===== config.mk =====
export PLATFORM = sky130hd
export DESIGN_NAME = fdiv_seq
export DESIGN_NICKNAME = d
export VERILOG_FILES = /design/src/rtl/fdiv_seq.sv
export SDC_FILE = /design/constraint.sdc
export NUM_CORES = 1
export LEC_CHECK = 0
export ABC_AREA = 0
export CORE_ASPECT_RATIO = 0.7
export CORE_MARGIN = 2
export CORE_UTILIZATION = 55
export CTS_CLUSTER_SIZE = 16
export DETAILED_ROUTE_END_ITERATION = 10
export MAX_ROUTING_LAYER = met4
export PLACE_DENSITY = 0.87
export SLEW_MARGIN = 20
export SYNTH_ARGS = -nofsm -noshare
export SYNTH_HDL_FRONTEND = slang
export SYNTH_SLANG_ARGS = --single-unit

===== constraint.sdc =====
create_clock -name clk -period 5.5 [get_ports clk]
set_input_delay 1.1 -clock clk [delete_from_list [all_inputs] [get_ports clk]]
set_output_delay 1.1 -clock clk [all_outputs]
set_load 0.05 [all_outputs]

===== src/rtl/fdiv_seq.sv =====
// Sequential IEEE-754 single-precision divider: restoring mantissa division,
// one quotient bit per cycle, truncating rounding, valid/ready handshakes on both sides.
module fdiv_seq (
  input  logic        clk,
  input  logic        rst,
  input  logic        req_valid,
  output logic        req_ready,
  input  logic [31:0] x1,
  input  logic [31:0] x2,
  output logic        resp_valid,
  input  logic        resp_ready,
  output logic [31:0] y
);

  typedef enum logic [1:0] {
    S_IDLE,
    S_DIV,
    S_DONE
  } state_e;

  state_e             state_q, state_d;
  logic        [4:0]  cnt_q,   cnt_d;
  logic        [24:0] rem_q,   rem_d;
  logic        [23:0] quo_q,   quo_d;
  logic        [23:0] div_q,   div_d;
  logic signed [9:0]  ediff_q, ediff_d;
  logic               sign_q,  sign_d;
  logic        [31:0] y_q,     y_d;

  logic               rem_ge;
  logic        [23:0] rem_sub;
  logic        [24:0] q_full;
  logic signed [9:0]  e_res;
  logic        [22:0] man_res;
  logic        [31:0] norm_y;
  logic               acc_sign;

  // One restoring step plus the normalisation of the finished quotient.
  always_comb begin
    rem_ge  = rem_q >= {1'b0, div_q};
    // rem < 2B always holds, so the difference fits in 24 bits when rem >= B.
    rem_sub = rem_q[23:0] - div_q;
    q_full  = {quo_q, rem_ge};
    if (q_full[24]) begin
      man_res = q_full[23:1];
      e_res   = ediff_q + 10'sd127;
    end else begin
      man_res = q_full[22:0];
      e_res   = ediff_q + 10'sd126;
    end
    if (e_res <= 10'sd0) begin
      norm_y = {sign_q, 31'h0};
    end else if (e_res >= 10'sd255) begin
      norm_y = {sign_q, 8'hFF, 23'h0};
    end else begin
      norm_y = {sign_q, e_res[7:0], man_res};
    end
  end

  assign acc_sign = x1[31] ^ x2[31];

  always_comb begin
    // NOTE: every *_d gets its hold value first so no path leaves a latch behind.
    state_d = state_q;
    cnt_d   = cnt_q;
    rem_d   = rem_q;
    quo_d   = quo_q;
    div_d   = div_q;
    ediff_d = ediff_q;
    sign_d  = sign_q;
    y_d     = y_q;
    unique case (state_q)
      S_IDLE: begin
        if (req_valid) begin
          sign_d = acc_sign;
          if (x2[30:23] == 8'h00) begin
            y_d     = {acc_sign, 8'hFF, 23'h0};
            state_d = S_DONE;
          end else if (x1[30:23] == 8'h00) begin
            y_d     = {acc_sign, 31'h0};
            state_d = S_DONE;
          end else begin
            rem_d   = {2'b01, x1[22:0]};
            div_d   = {1'b1, x2[22:0]};
            quo_d   = '0;
            cnt_d   = 5'd24;
            ediff_d = $signed({2'b00, x1[30:23]}) - $signed({2'b00, x2[30:23]});
            state_d = S_DIV;
          end
        end
      end
      S_DIV: begin
        rem_d = rem_ge ? {rem_sub, 1'b0} : {rem_q[23:0], 1'b0};
        quo_d = q_full[23:0];
        if (cnt_q == 5'd0) begin
          y_d     = norm_y;
          state_d = S_DONE;
        end else begin
          cnt_d = cnt_q - 5'd1;
        end
      end
      S_DONE: begin
        if (resp_ready) state_d = S_IDLE;
      end
      default: state_d = S_IDLE;
    endcase
  end

  // NOTE: sequential state uses non-blocking assignments only, so every flop
  // samples the pre-edge value of every other flop.
  always_ff @(posedge clk or posedge rst) begin
    if (rst) begin
      state_q <= S_IDLE;
      cnt_q   <= '0;
      rem_q   <= '0;
      quo_q   <= '0;
      div_q   <= '0;
      ediff_q <= '0;
      sign_q  <= 1'b0;
      y_q     <= '0;
    end else begin
      state_q <= state_d;
      cnt_q   <= cnt_d;
      rem_q   <= rem_d;
      quo_q   <= quo_d;
      div_q   <= div_d;
      ediff_q <= ediff_d;
      sign_q  <= sign_d;
      y_q     <= y_d;
    end
  end

  assign req_ready  = (state_q == S_IDLE);
  assign resp_valid = (state_q == S_DONE);
  assign y          = y_q;

endmodule


Word-level counts from Yosys, hierarchy flattened
Index checks and enable logic that the tools add are counted.
{"block": "word_totals", "ff_bits": 123, "inputBits": 68, "out_inout_bits": 34, "word_cells": 68}
{"block": "classes", "addsub": 5, "n_lt_le_gt_ge": 3, "n_eq_ne": 9, "mux": 29, "bitwise": 3, "reduce_logical": 11}
{"op": "$mux 32", "count": 4}
{"op": "$mux 25", "count": 4}
{"op": "$mux 24", "count": 3}
{"op": "$pmux 32 s2", "count": 1}
{"op": "$mux 31", "count": 2}
{"op": "$pmux 25 s2", "count": 1}
{"op": "$pmux 24 s2", "count": 1}
{"op": "$ge 25x24->1", "count": 1}
{"op": "$sub 24x24->24", "count": 1}
{"op": "$mux 23", "count": 1}
{"op": "$add 10x8->10 const B", "count": 2}
{"op": "$mux 5", "count": 4}
{"op": "$logic_not 8->1", "count": 2}
{"op": "$reduce_and 4->1", "count": 3}
{"op": "$ge 10x9->1 const B", "count": 1}
{"op": "$le 10x1->1 const B", "count": 1}
{"op": "$mux 10", "count": 1}
{"op": "$mux 2", "count": 5}
{"op": "$ne 2x2->1 const B", "count": 5}
{"op": "$pmux 5 s2", "count": 1}
{"op": "$sub 8x8->9", "count": 1}
{"op": "$pmux 2 s3", "count": 1}
{"op": "$logic_not 5->1", "count": 1}
{"op": "$reduce_and 5->1", "count": 1}
{"op": "other kinds (11)", "count": 12}

Logic depth before layout (Yosys ltp)
Gate-level depths: netlist (run 1).
{"block": "depth", "ltp_word": 7, "mapped_depth": 12, "ltp_nobuf": 11}

Worst setup path after synthesis (run 1)
OpenSTA, ideal clock, no wires.
{"block": "synth_timing", "path_kind": "input to register", "from": "in x2[30]", "to": "reg y_q[28] (netlist: y[28])", "setup_ns": 0.123, "t_arrival_ns": 2.832, "required_time_ns": 5.377, "path_slack_ns": 2.546, "path_stages": 8, "n_path_buf": 0, "cell_sequence": "nor4_1 > nand2_1 > nand2_1 > nand3_1 > a21oi_1 > a22o_1 > nand2_1 > o221a_2"}
{"block": "synth_via", "elab_chain_cells": 4, "elab_cells_between_ends": 6, "cone_classes": "1 x eq/ne; 3 x mux; 2 x reduce/logical"}
{"item": "start: declaration", "line": "9", "source": "input logic [31:0] x2,"}
{"item": "$logic_not 8->1 *", "line": "76", "source": "if (x2[30:23] == 8'h00) begin"}
{"item": "$mux 32", "line": "76"}
{"item": "$mux 32", "line": "74", "source": "if (req_valid) begin"}
{"item": "$pmux 32 s2", "line": "72", "source": "unique case (state_q)"}
{"item": "end signal: assignment", "line": "129", "source": "y_q <= y_d;"}
{"item": "end: declaration", "line": "28", "source": "logic [31:0] y_q, y_d;"}
Mark *: on every way between the ends. The rest lies on a longest branch, timed or not. The select of a mux whose other input is x is not followed.
A chain may end at the register's enable or synchronous reset.

Final worst setup path (run 1)
{"block": "layout_timing", "from": "reg rem_q[11]", "to": "reg rem_q[21]"}
{"block": "layout_via", "elab_chain_cells": 3, "elab_cells_between_ends": 4, "cone_classes": "1 x add/sub; 1 x order compare; 2 x mux"}
{"item": "start: declaration", "line": "23", "source": "logic [24:0] rem_q, rem_d;"}
{"item": "start signal: assignment", "line": "124", "source": "rem_q <= rem_d;"}
{"item": "$sub 24x24->24 or $ge 25x24->1 (tied branches)", "line": "42, 40"}
{"item": "$mux 25 *", "line": "93", "source": "rem_d = rem_ge ? {rem_sub, 1'b0} : {rem_q[23:0], 1'b0};"}
{"item": "$pmux 25 s2 *", "line": "72"}
Mark *: on every way between the ends. The rest lies on a longest branch, timed or not.

==> impl_metrics.ini, run 1 <==
[global_route]
grt_max_degree = 70
grt_pass1_wl_um = 30500
met1_usage_pct = 42.1
busiest_layer = met1
track_usage_pct = 28.5
overflow = 0
grt_pass1_vias = 5937
antenna_found_initial = 0
use_met2_pct = 40.1
grt_util_met3_pct = 5.98

[critical_path]
startpoint_type = flop
required_ps = 5770
regToRegStartpoint = rem_q[11]
cp-startpoint = rem_q[11]
arrival_ps = 4120
worstSetupPathType = reg -> reg
path_max_fanout = 20
worst_setup_path_end_kind = flop

[cells_and_area]
area_growth_syn_to_layout_pct = 24.1
nets = 963
num_antenna_cells = 0
final_util_pct = 70.3
drive_gt1_share_pct = 7.24

[min_path]
hp-class = reg -> reg
min_from = div_q[23]

[route]
vias = 6237
wl_um = 18300
drt_pass1_iterations = 6
wl_per_cell_um = 17.7
drc_errors = 0
viasPerCell = 6.04
ant_nets = 0
drt-initial-drc-count = 580

[sta]
fin_crit_ps = 3850
setup_violations = 0
fin_skew_ps = 7.91
whs_ps = 462
max_freq_ghz = 0.260
rsz0062_at_grt = no
slew-limit-headroom_pct = 27.3
finalCritPeriodShare_pct = 70.0
finalHoldViolCount = 0
finalSetupTns_ps = 0
tightest_slew_ps = 1090
drv_slew = 0

[run_status]
status = finished, final reports clean

[synthesis]
synthArstFlopShare_pct = 100
syn-num-nets = 872
netlist_instances = 766
synth_edf_count = 0
synth.area.top_cells = dfrtp_1 (43%), ha_1 (6.4%), nand2_1 (6.0%)
yosysTopAreaCellShare_pct = 43.1
synth_area_um2 = 7080
ys_warn_count = 0
synthFlopType = dfrtp_1
yosys.area.top_type = dfrtp_1
synth_common_cells = dfrtp_1 (122), nand2_1 (114), o21ai_0 (69), inv_1 (48), ha_1 (36)
seq_area_frac_synth_pct = 43.1
ys_types = 60
synth.most_common_cell = dfrtp_1
ys_ff_latch = 122
synth.avg_cell_area_um2 = 9.24

[clock_network]
post-cts-setup-buffer-count = 0
clk_latency_ps = 420
cts_tree = built
cts.reportedPaths.clkPinSlew_ps = 60
cts-resized-gates = 0
cts_buffer_depth = 2
clkSinkCount = 122
cts_root_buffer = clkbuf_16
htreeDepth = 4
cts_buffers = 17
hold_buffers = 0

[floorplan]
die_h_um = 98.9
start_util_pct = 56.6
coreArea_um2 = 12500
rows = 34
die_area_um2 = 13800
die_w_um = 140
ios = 102

[run]
cap_viol_max_count = 0

[placed_design]
numPortBuffers = 101
dpl.hpwl_um = 12600
gp_congestion = 0.906

[pwr]
finalPower_mw = 6.56
powerDensity_nw_per_um2 = 746
leakage_nw = 3.87
ir_worst_vdd_mv = 0.395
through the flow:
stage / instances / cell area (µm²) / setup slack, ps
global route: 1032 / 8790 / 1470
global placement: 1000 / 8210 / 1590
CTS: 1032 / 8790 / 1780
floorplan: 766 / 7080 / 1160
detailed placement: 1000 / 8210 / 1430
finish: 1032 / 8790 / 1650
cell type report:
type / count / area (µm²)
Fill cell: 930 / 3720
Multi-Input combinational cell: 559 / 3700
Sequential cell: 122 / 3050
Timing Repair Buffer: 109 / 1070
Clock buffer: 17 / 425
Tap cell: 162 / 203
Inverter: 48 / 183
Clock inverter: 15 / 151
path summary, 6_finish.rpt:
kind	to	slack [ps]	depth (start not counted)
worst max-delay path	rem_q[21]	1650	9
worst min-delay path	div_q[23]	460	2
worst max register to register	rem_q[21]	1650	9
worst min register to register	div_q[23]	460	2
max in group asynchronous	quo_q[23]	3370	3
min in group asynchronous	y[2]	1220	2
worst max-delay path, cell delays in order (launching register included):
cell	delay [ps]
dfrtp_1	400
ha_1	420
nand4_1	190
or2_2	320
a211oi_1	440
o31ai_1	200
a211oi_1	660
or2_2	610
mux2i_1	320
o221ai_1	150
power breakdown:
group / switching (mW) / leakage [nW] / total, mW / internal [mW]
clock: 0.426 / 0.279 / 1.09 / 0.665
sequential: 0.354 / 1.51 / 1.69 / 1.34
combinational: 2.20 / 2.08 / 3.78 / 1.58
total: 2.98 / 3.87 / 6.56 / 3.58
state kept, by name, indices dropped and copies added (netlist names):
register,flops
state_q,2
quo_q,24
div_q,24
y,32
rem_q,25
ediff_q,9
sign_q,1
cnt_q,5
cell usage in the layout, fill, tap and decap left out, types with 18 or more instances in the layout:
master	Yosys	routed
a22o_1	25	25
clkdlybuf4s50_1	0	101
inv_1	48	47
mux2i_1	33	33
a21oi_1	32	32
o21ai_0	69	69
nand2_1	114	113
nor2_1	29	27
dfrtp_1	122	122
xnor2_1	18	18
ha_1	36	36
metal layers:
| metal | vias to the layer above | part of all wire (%) |
|---|---|---|
| met5 | - | 0 |
| met4 | 0 | 1.4 |
| met3 | 33 | 8.2 |
| met2 | 289 | 42 |
| met1 | 2994 | 48 |
| li1 | 2921 | - |
cells by family (layout without fill, tap and decap cells):
family	after synthesis	after routing	synth area share [%]
AOI/OAI and AO/OA	235	235	21.8
and+or+nand+nor	220	220	14.4
DFF	122	122	43.1
buffers and inverters	85	189	4.84
adders and majority gates	38	38	6.93
muxes	36	36	5.14
xor gates and xnor gates	30	30	3.71
Note: power is estimated with default switching activity, not from simulation.
==> inputs of run 2 (changes only) <==
- clock period: 5.5 -> 3.9 ns (I/O delays scaled with it)
==> run 2 against run 1 <==
  * Die area unchanged
  * Design area increased by 0.56%
  * Via count decreased by 1.5%
  * First-iteration DRC count increased by 24%
  * Sequential share of layout area decreased by 0.19 points
  * Core utilization increased by 0.39 points
  * Critical endpoint unchanged
  * Highest routed layer unchanged
==> impl_metrics.ini, run 2 (synthesis results as in run 1) <==
[critical_path]
rr_worst_depth = 9
startpoint_type = flop
crit_chain = ha_1 -> nand4_1 -> or2_2 -> a211oi_1 -> o31ai_1 -> a211oi_1 -> or2_2 -> mux2i_1 -> o221ai_1
worstSetupPathType = reg -> reg
arrival_ps = 3790
r2r_end = rem_q[21]
cpMaxStageDelayCell = or2_2
cp_top_family = compound AO/OA/AOI/OAI gates
max_stage_delay_ps = 590
worst_setup_path_end_kind = flop
path_buf_inv = 0
regToRegStartpoint = rem_q[11]
required_ps = 4170
r2r_slack_ps = 380
path_max_fanout = 20

[global_route]
antenna_found_initial = 0
grt_max_degree = 123
grt_pass1_vias = 5957
grt_pass1_wl_um = 30700
overflow = 0
track_usage_pct = 28.9

[route]
viasPerCell = 5.92
wl_per_cell_um = 18.0
wl_um = 18700
drt_pass1_iterations = 5
drc_errors = 0
vias = 6142
ant_nets = 0
drt-initial-drc-count = 717

[min_path]
min_from = div_q[23]
hold_depth = 2
hp-class = reg -> reg
worstHoldEndpoint = div_q[23]

[cells_and_area]
fin_cells = 1037
final_common_cell = dfrtp_1
largest_reg_flops = 32
drive_gt1_share_pct = 7.66
num_antenna_cells = 0
nets = 968
fillers = 972
area_growth_syn_to_layout_pct = 24.8
final_util_pct = 70.7
final_cell_mix = dfrtp_1 (122), nand2_1 (114), clkdlybuf4s50_1 (101), o21ai_0 (69), inv_1 (47)

[placed_design]
dpl.hpwl_um = 12800
gp_congestion = 0.930
place_inst = 1005
numPortBuffers = 101

[clock_network]
cts_tree = built
hold_buffers = 0
clk_latency_ps = 420
cts_root_buffer = clkbuf_16
clkSinkCount = 122
cts_buffers = 17
htreeDepth = 4
post-cts-setup-buffer-count = 0
cts-resized-gates = 0
cts_buffer_depth = 2
cts.reportedPaths.clkPinSlew_ps = 60

[sta]
max_freq_ghz = 0.284
drv_slew = 0
fin_skew_ps = 5.27
finalHoldViolCount = 0
setup_violations = 0
tightest_slew_ps = 881
fin_crit_ps = 3520
rsz0062_at_grt = no
finalSetupTns_ps = 0
finalCritPeriodShare_pct = 90.2
slew-limit-headroom_pct = 41.3

[run]
cap_viol_max_count = 0

[floorplan]
ios = 102
start_util_pct = 56.6
die_h_um = 98.9
rows = 34
die_w_um = 140
coreArea_um2 = 12500
die_area_um2 = 13800

[pwr]
ir_worst_vdd_mv = 0.536
leakage_nw = 3.89
powerDensity_nw_per_um2 = 1060
finalPower_mw = 9.34

[run_status]
status = finished, final reports clean
[run 2: changes by cell type in the layout (fill, tap and decap cells not counted)]
cell / previous run / this run
buf_12: 0 / 1
nand2_2: 1 / 0
inv_4: 1 / 0
buf_4: 8 / 12
nand2_1: 113 / 114
clkinvlp_4: 3 / 4
[run 2: worst register-to-register path, cell delays in order (launching register included)]
cell      delay (ps)
dfrtp_1          390
ha_1             420
nand4_1          190
or2_2            330
a211oi_1         360
o31ai_1          180
a211oi_1         510
or2_2            590
mux2i_1          260
o221ai_1         140
[run 2: report_power, final]
group          total (mW)  internal (mW)  leakage [nW]  switching, mW
sequential           2.37           1.88          1.51          0.489
clock                1.54          0.938         0.279          0.605
combinational        5.42           2.26          2.10           3.16
[run 2: routing by layer]
metal / track usage [%] / part of all wire [%]
met1: 43.2 / 50
met2: 40.2 / 42
met3: 5.54 / 6.7
met4: 7.77 / 1.4
met5: - / 0
[run 2: worst max-delay path by stage]
stage               from         to  slack (ps)  cells past startpoint
2_1_floorplan  rem_q[13]  rem_q[10]        1090                     10
3_3_place_gp   rem_q[11]  rem_q[10]         630                      9
3_5_place_dp   rem_q[13]   rem_q[7]         440                      9
4_1_cts        rem_q[11]  rem_q[21]         420                      9
5_1_grt        rem_q[11]  rem_q[10]          60                      9
6_report       rem_q[11]  rem_q[21]         380                      9
[run 2: area by class of cell]
| class | count | area, µm² | area share (%) |
|---|---|---|---|
| timing repair buffer | 114 | 1120 | 12.7 |
| tap | 162 | 203 | 2.29 |
| sequential | 122 | 3050 | 34.5 |
| inverter | 48 | 184 | 2.08 |
| clock inverter | 15 | 151 | 1.71 |
| clock buffer | 17 | 425 | 4.81 |
| multi-input combinational | 559 | 3700 | 41.9 |
[run 2: metrics by stage]
stage | cell area [µm²] | hold slack, ps | setup slack [ps]
floorplan | 7080 | 418 | 1090
global placement | 8260 | 441 | 628
detailed placement | 8260 | 446 | 443
CTS | 8840 | 460 | 419
global route | 8840 | 494 | 61.6
finish | 8840 | 457 | 382
